$ cat config.mk
export PLATFORM = sky130hd
export DESIGN_NAME = vga_timing_pixrep
export DESIGN_NICKNAME = d
export VERILOG_FILES = /design/src/rtl/vga_timing_pixrep.sv
export SDC_FILE = /design/constraint.sdc
export NUM_CORES = 1
export LEC_CHECK = 0
export BUFFER_PORTS_ARGS = -buffer_cell sky130_fd_sc_hd__buf_2
export CORE_MARGIN = 2
export CORE_UTILIZATION = 40
export CTS_CLUSTER_DIAMETER = 200
export DETAILED_ROUTE_END_ITERATION = 6
export GPL_TIMING_DRIVEN = 0
export PLACE_DENSITY = 0.67
export SLEW_MARGIN = 20
export SYNTH_ARGS = -nofsm -noshare
export SYNTH_HDL_FRONTEND = slang
export SYNTH_SLANG_ARGS = --single-unit
$ cat constraint.sdc
create_clock -name clk_pixel -period 4.55 [get_ports clk_pixel]
set_input_delay 0.6825 -clock clk_pixel [delete_from_list [all_inputs] [get_ports clk_pixel]]
set_output_delay 0.6825 -clock clk_pixel [all_outputs]
set_load 0.01 [all_outputs]
$ cat src/rtl/vga_timing_pixrep.sv
// vga_timing_pixrep: raster timing generator for VGA/DVI output.
// Produces H/V sync at programmable polarity, blank/vblank/DE, raw beam
// position, integer pixel/line repetition (1..4) with source indices and
// fetch strobes, a start-of-frame pulse and a wrapping frame counter.
// Optional feature macro: VGA_TIMING_TEST_PICTURE_EN adds the test_picture
// input that replaces active video with a generated pattern.
module vga_timing_pixrep #(
  parameter int C_RES_X      = 640,
  parameter int C_HFP        = 16,
  parameter int C_HPULSE     = 96,
  parameter int C_HBP        = 48,
  parameter int C_RES_Y      = 480,
  parameter int C_VFP        = 10,
  parameter int C_VPULSE     = 2,
  parameter int C_VBP        = 33,
  parameter int C_BITS_X     = 10,
  parameter int C_BITS_Y     = 10,
  parameter bit C_HSYNC_POL  = 1'b0,
  parameter bit C_VSYNC_POL  = 1'b0,
  parameter int C_REP_X      = 1,
  parameter int C_REP_Y      = 1,
  parameter int C_FRAME_BITS = 8
) (
  input  logic                    clk_pixel,
  input  logic                    rst_n,
  input  logic                    clk_pixel_ena,
`ifdef VGA_TIMING_TEST_PICTURE_EN
  input  logic                    test_picture,
`endif
  input  logic [7:0]              r_i,
  input  logic [7:0]              g_i,
  input  logic [7:0]              b_i,
  output logic                    fetch_next,
  output logic                    fetch_line,
  output logic [C_BITS_X-1:0]     beam_x,
  output logic [C_BITS_Y-1:0]     beam_y,
  output logic [C_BITS_X-1:0]     src_x,
  output logic [C_BITS_Y-1:0]     src_y,
  output logic [7:0]              vga_r,
  output logic [7:0]              vga_g,
  output logic [7:0]              vga_b,
  output logic                    vga_hsync,
  output logic                    vga_vsync,
  output logic                    vga_blank,
  output logic                    vga_vblank,
  output logic                    vga_de,
  output logic                    sof,
  output logic [C_FRAME_BITS-1:0] frame_count
);

  localparam int H_TOTAL = C_RES_X + C_HFP + C_HPULSE + C_HBP;
  localparam int V_TOTAL = C_RES_Y + C_VFP + C_VPULSE + C_VBP;

  localparam logic [C_BITS_X-1:0] X_LAST   = C_BITS_X'(H_TOTAL - 1);
  localparam logic [C_BITS_X-1:0] X_ACT    = C_BITS_X'(C_RES_X);
  localparam logic [C_BITS_X-1:0] X_HS_BEG = C_BITS_X'(C_RES_X + C_HFP);
  localparam logic [C_BITS_X-1:0] X_HS_END = C_BITS_X'(C_RES_X + C_HFP + C_HPULSE);
  localparam logic [C_BITS_Y-1:0] Y_LAST   = C_BITS_Y'(V_TOTAL - 1);
  localparam logic [C_BITS_Y-1:0] Y_ACT    = C_BITS_Y'(C_RES_Y);
  localparam logic [C_BITS_Y-1:0] Y_VS_BEG = C_BITS_Y'(C_RES_Y + C_VFP);
  localparam logic [C_BITS_Y-1:0] Y_VS_END = C_BITS_Y'(C_RES_Y + C_VFP + C_VPULSE);
  localparam logic [1:0]          REP_X_LAST = 2'(C_REP_X - 1);
  localparam logic [1:0]          REP_Y_LAST = 2'(C_REP_Y - 1);

  // Repetition factors outside 1..4 cannot be represented by the 2-bit
  // repeat counters; stop elaboration rather than produce a broken raster.
  if (C_REP_X < 1 || C_REP_X > 4) begin : g_bad_rep_x
    $fatal(1, "vga_timing_pixrep: C_REP_X must be in 1..4");
  end
  if (C_REP_Y < 1 || C_REP_Y > 4) begin : g_bad_rep_y
    $fatal(1, "vga_timing_pixrep: C_REP_Y must be in 1..4");
  end

  logic [C_BITS_X-1:0]     beam_x_q, beam_x_d;
  logic [C_BITS_Y-1:0]     beam_y_q, beam_y_d;
  logic [1:0]              rep_x_q, rep_x_d;
  logic [1:0]              rep_y_q, rep_y_d;
  logic [C_BITS_X-1:0]     src_x_q, src_x_d;
  logic [C_BITS_Y-1:0]     src_y_q, src_y_d;
  logic [C_FRAME_BITS-1:0] frame_q, frame_d;
  logic                    hsync_q, hsync_d;
  logic                    vsync_q, vsync_d;
  logic                    blank_q, blank_d;
  logic                    vblank_q, vblank_d;
  logic                    de_q, de_d;
  logic [7:0]              r_q, r_d, g_q, g_d, b_q, b_d;
  logic                    fetch_next_q, fetch_next_d;
  logic                    fetch_line_q, fetch_line_d;
  logic                    sof_q, sof_d;

  logic       x_wrap, y_wrap, h_act, v_act, active;
  logic [7:0] pix_r, pix_g, pix_b;

  assign x_wrap = (beam_x_q == X_LAST);
  assign y_wrap = (beam_y_q == Y_LAST);
  assign h_act  = (beam_x_q < X_ACT);
  assign v_act  = (beam_y_q < Y_ACT);
  assign active = h_act && v_act;

  // Source indices are only meaningful inside the picture; outside they read 0.
  assign src_x = active ? src_x_q : '0;
  assign src_y = active ? src_y_q : '0;

  // Pixel source: input stream, or the generated pattern when requested.
`ifdef VGA_TIMING_TEST_PICTURE_EN
  always_comb begin
    pix_r = r_i;
    pix_g = g_i;
    pix_b = b_i;
    if (test_picture) begin
      pix_r = 8'(src_x);
      pix_g = 8'(src_y);
      pix_b = (8'(src_x) == 8'(src_y)) ? 8'hFF : 8'h00;
    end
  end
`else
  always_comb begin
    pix_r = r_i;
    pix_g = g_i;
    pix_b = b_i;
  end
`endif

  // Beam, repetition, source-index and frame counter next state.
  always_comb begin
    beam_x_d = beam_x_q + C_BITS_X'(1);
    beam_y_d = beam_y_q;
    rep_x_d  = rep_x_q;
    rep_y_d  = rep_y_q;
    src_x_d  = src_x_q;
    src_y_d  = src_y_q;
    frame_d  = frame_q;
    if (x_wrap) begin
      beam_x_d = '0;
      rep_x_d  = '0;
      src_x_d  = '0;
      if (y_wrap) begin
        beam_y_d = '0;
        rep_y_d  = '0;
        src_y_d  = '0;
        frame_d  = frame_q + C_FRAME_BITS'(1);
      end else begin
        beam_y_d = beam_y_q + C_BITS_Y'(1);
        if (v_act) begin
          if (rep_y_q == REP_Y_LAST) begin
            rep_y_d = '0;
            src_y_d = src_y_q + C_BITS_Y'(1);
          end else begin
            rep_y_d = rep_y_q + 2'd1;
          end
        end
      end
    end else if (h_act) begin
      if (rep_x_q == REP_X_LAST) begin
        rep_x_d = '0;
        src_x_d = src_x_q + C_BITS_X'(1);
      end else begin
        rep_x_d = rep_x_q + 2'd1;
      end
    end
  end

  // Position decode into the values registered at the next enabled edge.
  always_comb begin
    hsync_d  = ((beam_x_q >= X_HS_BEG) && (beam_x_q < X_HS_END)) ? C_HSYNC_POL : ~C_HSYNC_POL;
    vsync_d  = ((beam_y_q >= Y_VS_BEG) && (beam_y_q < Y_VS_END)) ? C_VSYNC_POL : ~C_VSYNC_POL;
    blank_d  = ~active;
    vblank_d = ~v_act;
    de_d     = active;
    r_d      = active ? pix_r : 8'h00;
    g_d      = active ? pix_g : 8'h00;
    b_d      = active ? pix_b : 8'h00;
    // Only the last repeated line pulls new data; earlier repeats replay.
    fetch_next_d = clk_pixel_ena && active && (rep_x_q == REP_X_LAST) && (rep_y_q == REP_Y_LAST);
    fetch_line_d = clk_pixel_ena && (beam_x_q == '0) && v_act && (rep_y_q == '0);
    sof_d        = clk_pixel_ena && (beam_x_q == '0) && (beam_y_q == '0);
  end

  // State and output registers; pulses clear on disabled cycles, all else holds.
  always_ff @(posedge clk_pixel or negedge rst_n) begin
    if (!rst_n) begin
      beam_x_q     <= '0;
      beam_y_q     <= '0;
      rep_x_q      <= '0;
      rep_y_q      <= '0;
      src_x_q      <= '0;
      src_y_q      <= '0;
      frame_q      <= '0;
      hsync_q      <= ~C_HSYNC_POL;
      vsync_q      <= ~C_VSYNC_POL;
      blank_q      <= 1'b1;
      vblank_q     <= 1'b1;
      de_q         <= 1'b0;
      r_q          <= 8'h00;
      g_q          <= 8'h00;
      b_q          <= 8'h00;
      fetch_next_q <= 1'b0;
      fetch_line_q <= 1'b0;
      sof_q        <= 1'b0;
    end else begin
      fetch_next_q <= fetch_next_d;
      fetch_line_q <= fetch_line_d;
      sof_q        <= sof_d;
      if (clk_pixel_ena) begin
        beam_x_q <= beam_x_d;
        beam_y_q <= beam_y_d;
        rep_x_q  <= rep_x_d;
        rep_y_q  <= rep_y_d;
        src_x_q  <= src_x_d;
        src_y_q  <= src_y_d;
        frame_q  <= frame_d;
        hsync_q  <= hsync_d;
        vsync_q  <= vsync_d;
        blank_q  <= blank_d;
        vblank_q <= vblank_d;
        de_q     <= de_d;
        r_q      <= r_d;
        g_q      <= g_d;
        b_q      <= b_d;
      end
    end
  end

  assign beam_x      = beam_x_q;
  assign beam_y      = beam_y_q;
  assign frame_count = frame_q;
  assign vga_hsync   = hsync_q;
  assign vga_vsync   = vsync_q;
  assign vga_blank   = blank_q;
  assign vga_vblank  = vblank_q;
  assign vga_de      = de_q;
  assign vga_r       = r_q;
  assign vga_g       = g_q;
  assign vga_b       = b_q;
  assign fetch_next  = fetch_next_q;
  assign fetch_line  = fetch_line_q;
  assign sof         = sof_q;

endmodule

After elaboration in Yosys (flattened, before gate mapping)
Index checks and enable logic that the tools add are counted.
- register bits after elaboration: 84
- equal/unequal tests: 2
- magnitude comparators: 6
- bitwise logic cells: 2
- mux-type cells: 21
- $add $sub $neg: 7
- reductions and logical operators: 24
- operator list (kind ; count):
    2-to-1 mux 10 bit ; 10
    adder 10 x 1 -> 10 bit (second input constant) ; 4
    2-to-1 mux 8 bit ; 3
    equality test 10 bit (second input constant) ; 2
    zero test 10 bit ; 2
    less-than comparator 10 bit (second input constant) ; 2
    less-than comparator 10 x 9 -> 1 bit (second input constant) ; 2
    2-to-1 mux 2 bit ; 6
    >= comparator 10 bit (second input constant) ; 1
    >= comparator 10 x 9 -> 1 bit (second input constant) ; 1
    logical AND 1 bit ; 10
    AND reduction 3 bit ; 3
    adder 8 x 1 -> 8 bit (second input constant) ; 1
    nonzero test 2 bit ; 4
    adder 2 x 1 -> 2 bit (second input constant) ; 2
    zero test 2 bit ; 2
    AND reduction 2 bit ; 2
    AND reduction 4 bit ; 1
    2-to-1 mux 1 bit ; 2
    inverter 1 bit ; 2

Depth between registers and ports, before layout
Gate-level depths: netlist of run 1.
- depth in word-level cells: 5
- gate-level depth with buffers: 7

Least setup slack after synthesis of run 1
Ideal clock, no wire load.
- kind: reg2out
- start: register beam_y_q[5], in the netlist beam_y[5]
- end: output port src_x[1]
- setup slack: 2.232 ns
- cell stages (with the launch flop): 6
- arrival: 1.636 ns
- data required time: 3.868 ns
- cell sequence: dfrtp_1 -> clkbuf_1 -> a41oi_1 -> clkbuf_1 -> clkbuf_1 -> and3_1
- word-level cells in the longest chain between the ends: 3
- RTL lines (item ; line ; RTL):
    start, declared ; 75 ; logic [C_BITS_Y-1:0] beam_y_q, beam_y_d;
    start signal, assigned ; 206 ; beam_y_q <= beam_y_d;
    less-than comparator 10 x 9 -> 1 bit ; 97 ; assign v_act = (beam_y_q < Y_ACT);
    logical AND 1 bit ; 98 ; assign active = h_act && v_act;
    2-to-1 mux 10 bit ; 101 ; assign src_x = active ? src_x_q : '0;
    end, declared ; 37 ; output logic [C_BITS_X-1:0] src_x,
No other way between the ends.

Worst setup path after layout of run 1
- start: register beam_y_q[5], in the netlist beam_y[5]
- end: output port src_y[8]
- word-level cells in the longest chain between the ends: 3
- RTL lines (item ; line ; RTL):
    less-than comparator 10 x 9 -> 1 bit ; 97 ;
    logical AND 1 bit ; 98 ;
    2-to-1 mux 10 bit ; 102 ; assign src_y = active ? src_y_q : '0;
    end, declared ; 38 ; output logic [C_BITS_Y-1:0] src_y,
No other way between the ends.

==> Flow_metrics.wiki, run 1 <==
{| class="wikitable"
! Metric !! Value
|-
| Layout filler cell count || between 900 and 1000
|-
| Outcome || finished, final reports clean
|-
| Buf/Inv on CP || 4
|-
| Most used cell along the critical path || sky130_fd_sc_hd__clkbuf_1
|-
| End of the worst register-to-register path || rep_y_q[0]
|-
| Layout cells sized above 1 || a little under a quarter
|-
| Wire length of the first global-routing pass || around 18000 um
|-
| Setup Buffers After CTS || 0
|-
| Routed WL per cell || approximately 15 um
|-
| Net count of the mapped netlist || 494
|-
| Weighted congestion reported at the end of routability-driven placement || between 0.8 and 0.9
|-
| Count of flip-flops with a built-in enable after synthesis || 0
|-
| Tot GR Track Use || 19.8%
|-
| Avg Vias per Cell || about 5.3
|-
| F_max || a little over 300 MHz
|-
| Setup_tns || 0 ps
|-
| Crit Reg-Reg Startpoint || beam_x[6]
|-
| Largest clock skew in the final design || around 11 ps
|-
| Routed Wire Length || between 10000 and 15000 um
|-
| Resized Gates After CTS || 0
|-
| Largest stage delay on the critical path || 520 ps
|-
| Setup-violating endpoint count in the final report || 0
|-
| Unique cell type count in the Yosys netlist || 50
|-
| Worst path cell trace || clkbuf_1 -> a41oi_1 -> clkbuf_1 -> clkbuf_1 -> and3_1 -> buf_2
|-
| Count of pins over their slew limit || 0
|-
| Path class of the lowest-slack min-delay path || in -> async
|-
| Required time reported for the critical path endpoint || between 3000 and 4000 ps
|-
| Number of flip-flops and latches in the synthesized netlist || 84
|-
| Remaining antenna violation count || 0
|-
| Post-Route Hold Slack || around 330 ps
|-
| Number of iterations in the first detailed-routing pass || 4
|-
| Number of antenna violations at the first check in global routing || 0
|-
| Total power after layout || 1.80 mW
|-
| Cell count along the critical path || 6
|-
| Net switching power of the design || roughly 0.57 mW
|-
| Number of hold-slack violations in the final timing report || 0
|-
| Final standard cell area without fillers || around 0.0052 mm2
|-
| Number of global-route vias before repair || 3678
|-
| Top flip-flop cell by instance count after synthesis || sky130_fd_sc_hd__dfrtp_1
|-
| Number of hold-repair buffers added at the cts stage || 0
|-
| Critical path class || reg -> out
|-
| Switching portion of total power || between 30% and 40%
|-
| Die boundary width || 107 um
|-
| Crit share post-route || between 70% and 80%
|-
| P_int || between 1 and 1.5 mW
|-
| Maximum buffer depth of the clock tree || 2
|-
| Max-Cap Viols || 0
|-
| Share of the yosys chip area belonging to registers || between 40% and 50%
|-
| Part of the power in combinational logic || between 10% and 20%
|-
| CTS buffer count || 9
|-
| Netlist Area Pre-Place || roughly 0.0043 mm2
|-
| Root buffer selected by CTS || sky130_fd_sc_hd__clkbuf_8
|-
| Sort of element at the end of the critical path || output pin
|-
| Max VDD drop || 0.187 mV
|-
| Proportion of register bits with asynchronous set or reset after synthesis || between 90% and 100%
|-
| DP Wirelength || a little over 8000 um
|-
| Post-route DRC violation count || 0
|-
| Std-Cell Core Area || between 0.01 and 0.015 mm2
|-
| Starting density of the core || between 40% and 50%
|-
| Remaining global-route overflow || 0
|-
| Largest fanout of any net on the critical path || 10
|-
| Critical path's top delay family || buffers and inverters
|-
| Power share of the sequential group || about 50%
|-
| Transition at the pin with the smallest max-transition slack || ~710 ps
|-
| RSZ-0062 raised after global routing || false
|-
| Post-route minimum period || around 3300 ps
|-
| Cell area after placement || approximately 0.0050 mm2
|-
| Cell Count, Final, Fillers Out || 715
|-
| Power share of the clock group || 30.2%
|-
| Number of top-level pins || between 100 and 150
|-
| Clock tree from TritonCTS || yes
|-
| Initial DRC count || 240
|-
| Post-synthesis instance total || between 400 and 500
|-
| Number of buffers inserted by port buffering || about 110
|-
| Cell with the biggest individual delay on the critical path || sky130_fd_sc_hd__a41oi_1
|-
| Power per unit of standard cell area || about 350 mW/mm2
|-
| Die height || around 110 um
|-
| Sort of element at the start of the critical path || flip-flop
|-
| Number of nets in the final layout || roughly 600
|-
| Latest clock arrival within the worst-skew pair || ~360 ps
|-
| Depth of the worst register-to-register path || 5
|-
| Arrival time at the worst endpoint || between 2000 and 3000 ps
|-
| Per-instance average area after synthesis || 9.34 um2
|-
| Number of inserted diodes || 0
|-
| Warnings, synthesis || 0
|-
| CTS H-Tree Depth || 3
|-
| Placed cell count || ~700
|-
| Leakage dissipation || around 2.6 nW
|-
| Core Rows || 37
|-
| Pin count of the biggest net entering global routing || 46
|-
| Clock transition time at the flip-flop clock pins of the worst setup and hold paths || ~90 ps
|-
| Area Growth Syn to Fin || 21.5%
|-
| Die footprint || ~0.011 mm2
|-
| R2R Setup Slk || approximately 2100 ps
|-
| Sink Count || 84
|-
| Headroom to the max-slew limit || 51.8%
|-
| Detailed-route via count || between 3000 and 4000
|}
[through the flow]
step                      worst slack, ps  util, %
after CTS                            1250     50.1
after global routing                  994     50.1
after floorplan                      2230        -
after detailed placement             1650     48.3
final                                1260     50.1
after global placement               1700     48.1
[power by group through the flow]
stage / logic (mW) / clock network [mW] / registers [mW]
floorplan: 0.192 / 0 / 0.919
global placement: 0.349 / 0 / 0.912
detailed placement: 0.359 / 0 / 0.914
CTS: 0.361 / 0.551 / 0.900
global route: 0.407 / 0.577 / 0.913
finish: 0.356 / 0.542 / 0.899
[cells in the mapped netlist (7+ instances only)]
master	instances	area, um2
sky130_fd_sc_hd__a21oi_1	15	75.1
sky130_fd_sc_hd__and3_1	23	144
sky130_fd_sc_hd__clkbuf_1	21	78.8
sky130_fd_sc_hd__dfrtp_1	80	2000
sky130_fd_sc_hd__ha_1	11	138
sky130_fd_sc_hd__inv_1	46	173
sky130_fd_sc_hd__nand2_1	23	86.3
sky130_fd_sc_hd__nand3_1	40	200
sky130_fd_sc_hd__nand4_1	12	75.1
sky130_fd_sc_hd__nor2_1	31	116
sky130_fd_sc_hd__o21ai_0	44	220
sky130_fd_sc_hd__or3_1	8	50.1
sky130_fd_sc_hd__or4_1	7	52.6
sky130_fd_sc_hd__xnor2_1	10	87.6
sky130_fd_sc_hd__xor2_1	7	61.3
[worst max path at each step]
stage | start | endpoint | slack (ps)
after global routing | beam_y[5] | src_x[4] | 990
after CTS | beam_y[5] | src_y[8] | 1250
final | beam_y[5] | src_y[8] | 1260
after floorplan | beam_y[5] | src_x[1] | 2230
after detailed placement | beam_y[5] | src_y[8] | 1650
after global placement | beam_y[5] | src_y[8] | 1700
[logic make-up after synthesis]
group	synth area share [%]
AOI/OAI and AO/OA	13.5
xor gates and xnor gates	3.49
adders and majority gates	3.23
buffers and inverters	6.78
DFF	49.5
muxes	1.23
and+or+nand+nor	22.3
[cell usage in the layout (no fill, tap or decap), types with 3 or more instances in the layout]
cell	Yosys	layout
sky130_fd_sc_hd__and3_1	23	23
sky130_fd_sc_hd__a22o_1	4	4
sky130_fd_sc_hd__nor2b_1	3	3
sky130_fd_sc_hd__buf_2	0	105
sky130_fd_sc_hd__a21oi_1	15	15
sky130_fd_sc_hd__and2_1	4	4
sky130_fd_sc_hd__clkbuf_8	0	9
sky130_fd_sc_hd__inv_1	46	46
sky130_fd_sc_hd__and4_1	3	3
sky130_fd_sc_hd__or3_1	8	8
sky130_fd_sc_hd__nand2_1	23	23
sky130_fd_sc_hd__dfrtp_1	80	80
sky130_fd_sc_hd__o21ai_0	44	44
sky130_fd_sc_hd__dfstp_2	4	4
sky130_fd_sc_hd__nor4_1	6	6
sky130_fd_sc_hd__clkbuf_1	21	22
sky130_fd_sc_hd__a211oi_1	3	3
sky130_fd_sc_hd__a21o_1	3	3
sky130_fd_sc_hd__a32o_1	5	5
sky130_fd_sc_hd__or4_1	7	7
sky130_fd_sc_hd__mux2i_1	3	3
sky130_fd_sc_hd__ha_1	11	11
sky130_fd_sc_hd__nor3_1	6	6
sky130_fd_sc_hd__a41oi_1	3	3
sky130_fd_sc_hd__nand4_1	12	12
sky130_fd_sc_hd__nand3_1	40	40
sky130_fd_sc_hd__nor2_1	31	31
sky130_fd_sc_hd__xor2_1	7	7
sky130_fd_sc_hd__xnor2_1	10	10
[sequential cells by signal (all words and copies together), names as in the netlist, 2 cells and up]
name         cells
frame_count      8
vga_b            8
beam_y          10
src_y_q         10
rep_x_q          2
beam_x          10
src_x_q         10
vga_r            8
rep_y_q          2
vga_g            8
[layout make-up]
| type | instances | area, um2 | area share (%) |
|---|---|---|---|
| multi-input cells | 300 | 1860 | 36.0 |
| inverters | 46 | 173 | 3.34 |
| clock inverters | 6 | 65.1 | 1.26 |
| plain buffers | 26 | 116 | 2.25 |
| repair buffers | 107 | 553 | 10.7 |
| flip-flops and latches | 84 | 2110 | 40.7 |
| well taps | 136 | 170 | 3.29 |
| clock buffers | 10 | 128 | 2.47 |
[routing by layer]
| layer | share of wire [%] | vias up | global-route usage, % |
|---|---|---|---|
| met5 | 0 | - | 0 |
| met4 | 1.8 | 0 | 7.33 |
| met3 | 3.8 | 16 | 3.28 |
| met2 | 50 | 88 | 31.4 |
| met1 | 45 | 1841 | 27.4 |
| li1 | - | 1846 | - |
(Power assumes the default switching activity.)
==> inputs of run 2 (changes only) <==
PLACE_DENSITY = 0.69   (was 0.67)
clock period = 2.8 ns   (was 4.55 ns; I/O delays follow)
==> run 2 against run 1 <==
Against the previous run:
- die area is the same
- clock skew decreased by 6.7 ps
- cell area is 1.5% higher
- setup slack lost 1100 ps
- via count decreased by 1.2%
- combinational power increased by 62%
- register-to-register slack got worse by 1800 ps
- sequential cell count is the same
- critical path depth unchanged
- hold slack got worse by 320 ps
- non-clock buffer count is the same
- sequential power rose by 62%
- critical path type unchanged
- largest cell class unchanged
==> Flow_metrics.wiki, run 2 (same netlist as run 1, synthesis figures left out) <==
{| class="wikitable"
! Metric !! Value
|-
| Leakage dissipation || 2.61 nW (+1.5%)
|-
| Number of antenna violations at the first check in global routing || 0 (unchanged)
|-
| Number of hold-slack violations in the final timing report || 0 (unchanged)
|-
| Critical path class || reg -> out
|-
| Power share of the sequential group || 46.9% (-3.1 points)
|-
| CTS H-Tree Depth || 3 (unchanged)
|-
| Largest stage delay on the critical path || 380 ps (-140 ps)
|-
| Setup-violating endpoint count in the final report || 0 (unchanged)
|-
| P_int || 2.23 mW (+81%)
|-
| Number of global-route vias before repair || 3608 (-1.9%)
|-
| Cell Count, Final, Fillers Out || 715 (unchanged)
|-
| Placed cell count || 699 (unchanged)
|-
| Starting density of the core || 41.3% (unchanged)
|-
| Worst path cell trace || clkbuf_1 -> a41oi_2 -> clkbuf_2 -> clkbuf_2 -> and3_1 -> buf_2
|-
| Weighted congestion reported at the end of routability-driven placement || 0.901 (+2.2%)
|-
| Most common library cell in the layout ignoring fill and taps || sky130_fd_sc_hd__buf_2
|-
| Net switching power of the design || 0.886 mW (+57%)
|-
| Number of top-level pins || 107 (unchanged)
|-
| Largest fanout of any net on the critical path || 10 (unchanged)
|-
| Sort of element at the end of the critical path || output pin
|-
| Transition at the pin with the smallest max-transition slack || 734 ps (+21.3 ps)
|-
| Core Rows || 37 (unchanged)
|-
| Latest clock arrival within the worst-skew pair || 360 ps (about the same)
|-
| Setup_tns || 0 ps (unchanged)
|-
| Switching portion of total power || 28.4% (-3.0 points)
|-
| Layout cells sized above 1 || 24.0% (+0.69 points)
|-
| DP Wirelength || 8020 um (-1.3%)
|-
| Routed Wire Length || 10900 um (-2.0%)
|-
| Maximum buffer depth of the clock tree || 2 (unchanged)
|-
| Layout filler cell count || 967 (-2.4%)
|-
| Buf/Inv on CP || 4 (unchanged)
|-
| Clock tree from TritonCTS || yes
|-
| Arrival time at the worst endpoint || 2190 ps (-420 ps)
|-
| Area Growth Syn to Fin || 23.3%
|-
| Power share of the clock group || 34.6% (+4.4 points)
|-
| Part of the power in combinational logic || 18.5% (-1.3 points)
|-
| Std-Cell Core Area || 0.0103 mm2 (unchanged)
|-
| Remaining global-route overflow || 0 (unchanged)
|-
| Path class of the lowest-slack min-delay path || in -> async
|-
| Most used cell along the critical path || sky130_fd_sc_hd__clkbuf_2
|-
| Number of nets in the final layout || 612 (unchanged)
|-
| Required time reported for the critical path endpoint || 2380 ps (-1490 ps)
|-
| Sort of element at the start of the critical path || flip-flop
|-
| Number of iterations in the first detailed-routing pass || 4 (unchanged)
|-
| RSZ-0062 raised after global routing || false
|-
| Largest clock skew in the final design || 4.50 ps (-6.68 ps)
|-
| Crit share post-route || between 90% and 100%
|-
| Wire length of the first global-routing pass || 17700 um (-2.4%)
|-
| F_max || ~380 MHz
|-
| Die footprint || 0.0115 mm2 (unchanged)
|-
| Tot GR Track Use || 19.6% (-0.25 points)
|-
| Headroom to the max-slew limit || 50.4% (-1.4 points)
|-
| Die boundary width || 107 um (unchanged)
|-
| Detailed-route via count || 3747 (-1.2%)
|-
| Critical path's top delay family || buffers and inverters
|-
| Remaining antenna violation count || 0 (unchanged)
|-
| Outcome || finished, final reports clean
|-
| Cell with the biggest individual delay on the critical path || sky130_fd_sc_hd__dfrtp_1
|-
| Initial DRC count || 235 (-2.1%)
|-
| Root buffer selected by CTS || sky130_fd_sc_hd__clkbuf_8
|-
| Utilization after layout || 50.9% (+0.75 points)
|-
| CTS buffer count || 9 (unchanged)
|-
| Count of pins over their slew limit || 0 (unchanged)
|-
| Final standard cell area without fillers || 0.00525 mm2 (+1.5%)
|-
| Number of inserted diodes || 0 (unchanged)
|-
| Clock transition time at the flip-flop clock pins of the worst setup and hold paths || 80 ps (about the same)
|-
| Avg Vias per Cell || 5.24 (-1.2%)
|-
| Total power after layout || 3.12 mW (+73%)
|-
| Post-route minimum period || between 2000 and 3000 ps
|-
| Sink Count || 84 (unchanged)
|-
| Power per unit of standard cell area || 593 mW/mm2 (+71%)
|-
| Max VDD drop || 0.251 mV (+34%)
|-
| Pin count of the biggest net entering global routing || 54 (+17%)
|-
| Number of buffers inserted by port buffering || 106 (unchanged)
|-
| Routed WL per cell || 15.2 um (-2.0%)
|-
| Die height || 107 um (unchanged)
|-
| Cell area after placement || 0.00499 mm2 (+0.15%)
|-
| Post-route DRC violation count || 0 (unchanged)
|-
| Setup Buffers After CTS || 0 (unchanged)
|-
| Most frequent cells in the layout || 105 x sky130_fd_sc_hd__buf_2, 80 x sky130_fd_sc_hd__dfrtp_1, 46 x sky130_fd_sc_hd__inv_1
|-
| Max-Cap Viols || 0 (unchanged)
|}
==> run 2: per-stage QoR <==
stage	setup WS, ps	hold slack (ps)
finish	186	3.57
global route	13.7	16.2
CTS	46.5	5.34
detailed placement	176	403
global placement	234	457
floorplan	661	124
==> run 2: worst paths after layout <==
path	start	to	slack [ps]	depth (start not counted)
setup / recovery	beam_y[5]	src_y[8]	190	6
hold / removal	rst_n	frame_count[6]	4	1
setup reg to reg	beam_x[6]	src_x_q[4]	320	5
hold reg to reg	frame_count[6]	frame_count[6]	490	1
max in group asynchronous	rst_n	vga_blank	2120	2
min in group clk_pixel	g_i[5]	vga_g[5]	290	3
==> run 2: layout make-up <==
cell class	count	area (um2)	share of cell area, %
clock buffers	12	155	2.95
multi-input cells	300	1870	35.7
repair buffers	107	561	10.7
flip-flops and latches	84	2110	40.1
plain buffers	26	119	2.26
clock inverters	4	95.1	1.81
well taps	136	170	3.24
inverters	46	173	3.29
==> run 2: per-layer routing <==
metal / GRT usage, % / vias to the layer above / wire length (um)
li1: - / 1842 / -
met4: 9.37 / 0 / 221
met1: 26.7 / 1817 / 4880
met3: 3.28 / 15 / 396
met2: 30.4 / 73 / 5360
met5: 0 / - / 0
==> run 2: what timing repair did <==
item / CTS / global route
gates resized for setup: 2 / 3
setup endpoints to repair: 19 / 14
hold buffers: 0 / 0
==> run 2: power groups by stage <==
stage / registers [mW] / logic (mW) / clock network [mW]
after global routing: 1.48 / 0.654 / 1.16
after global placement: 1.48 / 0.568 / 0
after detailed placement: 1.49 / 0.582 / 0
after CTS: 1.46 / 0.586 / 1.09
after floorplan: 1.49 / 0.312 / 0
final: 1.46 / 0.577 / 1.08
==> inputs of run 3 (changes only) <==
CORE_ASPECT_RATIO = 0.75   (was not set)
PLACE_DENSITY = 0.67   (was 0.69)
clock period = 3.3 ns   (was 2.8 ns; I/O delays follow)
==> run 3 against run 2 <==
Against the previous run:
- hold slack improved by 97 ps
- sequential power shrank 14%
- power decreased by 9.6%
- critical path depth unchanged
- combinational power decreased by 15%
- core utilization is 0.53 points higher
- via count rose by 2.6%
- global-route usage rose by 0.62 points
- first-iteration DRC count is 37% higher
- critical endpoint unchanged
==> Flow_metrics.wiki, run 3 (same netlist as run 1, synthesis figures left out) <==
{| class="wikitable"
! Metric !! Value
|-
| Outcome || finished, final reports clean
|-
| Number of inserted diodes || 0 (unchanged)
|-
| Area occupied by multi-input gates || 0.00187 mm2 (-0.40%)
|-
| Setup-violating endpoint count in the final report || 0 (unchanged)
|-
| Core Rows || 32 (-14%)
|-
| Avg Vias per Cell || 5.38 (+2.6%)
|-
| Critical path class || reg -> out
|-
| Leakage dissipation || 2.63 nW (+0.65%)
|-
| Die boundary width || 123 um (+15%)
|-
| Largest fanout of any net on the critical path || 10 (unchanged)
|-
| Pin count of the biggest net entering global routing || 52 (-3.7%)
|-
| Layout filler cell count || 999 (+3.3%)
|-
| Post-route minimum period || approximately 3100 ps
|-
| Clock transition time at the flip-flop clock pins of the worst setup and hold paths || 70 ps (about the same)
|-
| Remaining antenna violation count || 0 (unchanged)
|-
| Routed WL per cell || 15.8 um (+4.2%)
|-
| Initial DRC count || 321 (+37%)
|-
| Clock tree from TritonCTS || yes
|-
| Resized Gates After CTS || 0 (-2)
|-
| Maximum buffer depth of the clock tree || 2 (unchanged)
|-
| F_max || between 300 and 400 MHz
|-
| Post-Route Hold Slack || 101 ps (+97.4 ps)
|-
| Sink Count || 84 (unchanged)
|-
| Number of antenna violations at the first check in global routing || 0 (unchanged)
|-
| Final standard cell area without fillers || 0.00531 mm2 (+1.1%)
|-
| Number of hold-slack violations in the final timing report || 0 (unchanged)
|-
| Number of global-route vias before repair || 3476 (-3.7%)
|-
| Latest clock arrival within the worst-skew pair || 340 ps (-20 ps)
|-
| Sort of element at the start of the critical path || flip-flop
|-
| Post-Place Setup Slack || 609 ps (+433 ps)
|-
| Number of top-level pins || 107 (unchanged)
|-
| Std-Cell Core Area || 0.0103 mm2 (about the same)
|-
| Max-Cap Viols || 0 (unchanged)
|-
| Post-route DRC violation count || 0 (unchanged)
|-
| DP Wirelength || 8290 um (+3.4%)
|-
| Required time reported for the critical path endpoint || 2800 ps (+420 ps)
|-
| RSZ-0062 raised after global routing || false
|-
| Tot GR Track Use || 20.2% (+0.62 points)
|-
| Remaining global-route overflow || 0 (unchanged)
|-
| Die height || 93.4 um (-13%)
|-
| Die footprint || 0.0115 mm2 (about the same)
|-
| Total power after layout || 2.82 mW (-9.6%)
|-
| Headroom to the max-slew limit || 47.9% (-2.5 points)
|-
| Area Growth Syn to Fin || 24.7%
|-
| Register area || 0.00211 mm2 (unchanged)
|-
| Routed Wire Length || 11300 um (+4.2%)
|-
| Crit share post-route || between 90% and 100%
|-
| Number of iterations in the first detailed-routing pass || 5 (+1)
|-
| Root buffer selected by CTS || sky130_fd_sc_hd__clkbuf_16
|-
| Max VDD drop || 0.422 mV (+68%)
|-
| Transition at the pin with the smallest max-transition slack || 771 ps (+36.3 ps)
|-
| CTS H-Tree Depth || 3 (unchanged)
|-
| Setup_tns || 0 ps (unchanged)
|-
| Detailed-route via count || 3845 (+2.6%)
|-
| Power per unit of standard cell area || 530 mW/mm2 (-11%)
|-
| Weighted congestion reported at the end of routability-driven placement || 0.864 (-4.0%)
|-
| Starting density of the core || 41.2% (about the same)
|-
| Layout cells sized above 1 || 23.5% (-0.52 points)
|-
| Setup ws final || 247 ps (+60.5 ps)
|-
| Arrival time at the worst endpoint || 2560 ps (+370 ps)
|-
| Number of buffers inserted by port buffering || 106 (unchanged)
|-
| Sort of element at the end of the critical path || output pin
|-
| Setup Buffers After CTS || 0 (unchanged)
|-
| Most frequent cells in the layout || 105 x sky130_fd_sc_hd__buf_2, 80 x sky130_fd_sc_hd__dfrtp_1, 46 x sky130_fd_sc_hd__inv_1
|-
| Number of hold-repair buffers added at the cts stage || 0 (unchanged)
|-
| Number of nets in the final layout || 612 (unchanged)
|-
| Count of pins over their slew limit || 0 (unchanged)
|-
| Most common library cell in the layout ignoring fill and taps || sky130_fd_sc_hd__buf_2
|-
| Path class of the lowest-slack min-delay path || in -> async
|-
| Cell area after placement || 0.00499 mm2 (unchanged)
|-
| Largest clock skew in the final design || 8.99 ps (+4.50 ps)
|-
| CTS buffer count || 9 (unchanged)
|-
| Wire length of the first global-routing pass || 18200 um (+2.9%)
|}
[run 3: cell count changes in the layout (fill, tap and decap cells not counted), sizes merged]
cell | before | now
bufinv | 3 | 2
clkinvlp | 0 | 2
clkbuf | 33 | 31
clkinv | 1 | 2
[run 3: path summary, 6_finish.rpt]
path                           startpoint        endpoint  slack [ps]  cells past startpoint
setup / recovery                beam_y[5]        src_y[8]         250                      6
hold / removal                      rst_n       beam_y[0]         100                      1
setup reg to reg                beam_x[6]      src_x_q[4]         770                      5
hold reg to reg            frame_count[7]  frame_count[7]         470                      1
max in group asynchronous           rst_n      vga_vblank        2520                      2
min in group clk_pixel             g_i[5]        vga_g[5]         380                      3
[run 3: cell type report]
class | count | share of cell area (%)
Sequential cell | 84 | 39.7
Timing Repair Buffer | 107 | 10.6
Buffer | 26 | 2.19
Multi-Input combinational cell | 300 | 35.1
Tap cell | 136 | 3.20
Inverter | 46 | 3.25
Clock buffer | 10 | 4.31
Clock inverter | 6 | 1.67
[run 3: power by group]
| group | internal, mW | total, mW | switching [mW] | leakage [nW] |
|---|---|---|---|---|
| Combinational | 0.214 | 0.492 | 0.278 | 1.45 |
| Sequential | 1.14 | 1.25 | 0.110 | 1.03 |
| Clock | 0.663 | 1.08 | 0.416 | 0.149 |
[run 3: layer usage]
metal / global-route usage [%] / vias up / part of all wire, %
met1: 30.5 / 1888 / 48
met2: 29.0 / 93 / 46
met4: 6.06 / 0 / 1.7
li1: - / 1848 / -
met3: 4.15 / 16 / 4.2
met5: 0 / - / 0
[run 3: critical path, stage by stage (launching register included)]
cell and delay [ps]:
sky130_fd_sc_hd__dfrtp_1 370, sky130_fd_sc_hd__clkbuf_1 190, sky130_fd_sc_hd__a41oi_1 500, sky130_fd_sc_hd__clkbuf_1 410, sky130_fd_sc_hd__clkbuf_1 360, sky130_fd_sc_hd__and3_1 240
sky130_fd_sc_hd__buf_2 130
[run 3: metrics by stage]
stage	utilization, %	instances
after floorplan	-	456
after global placement	48.0	698
after detailed placement	48.3	699
after CTS	51.4	715
after global routing	51.4	715
final	51.4	715
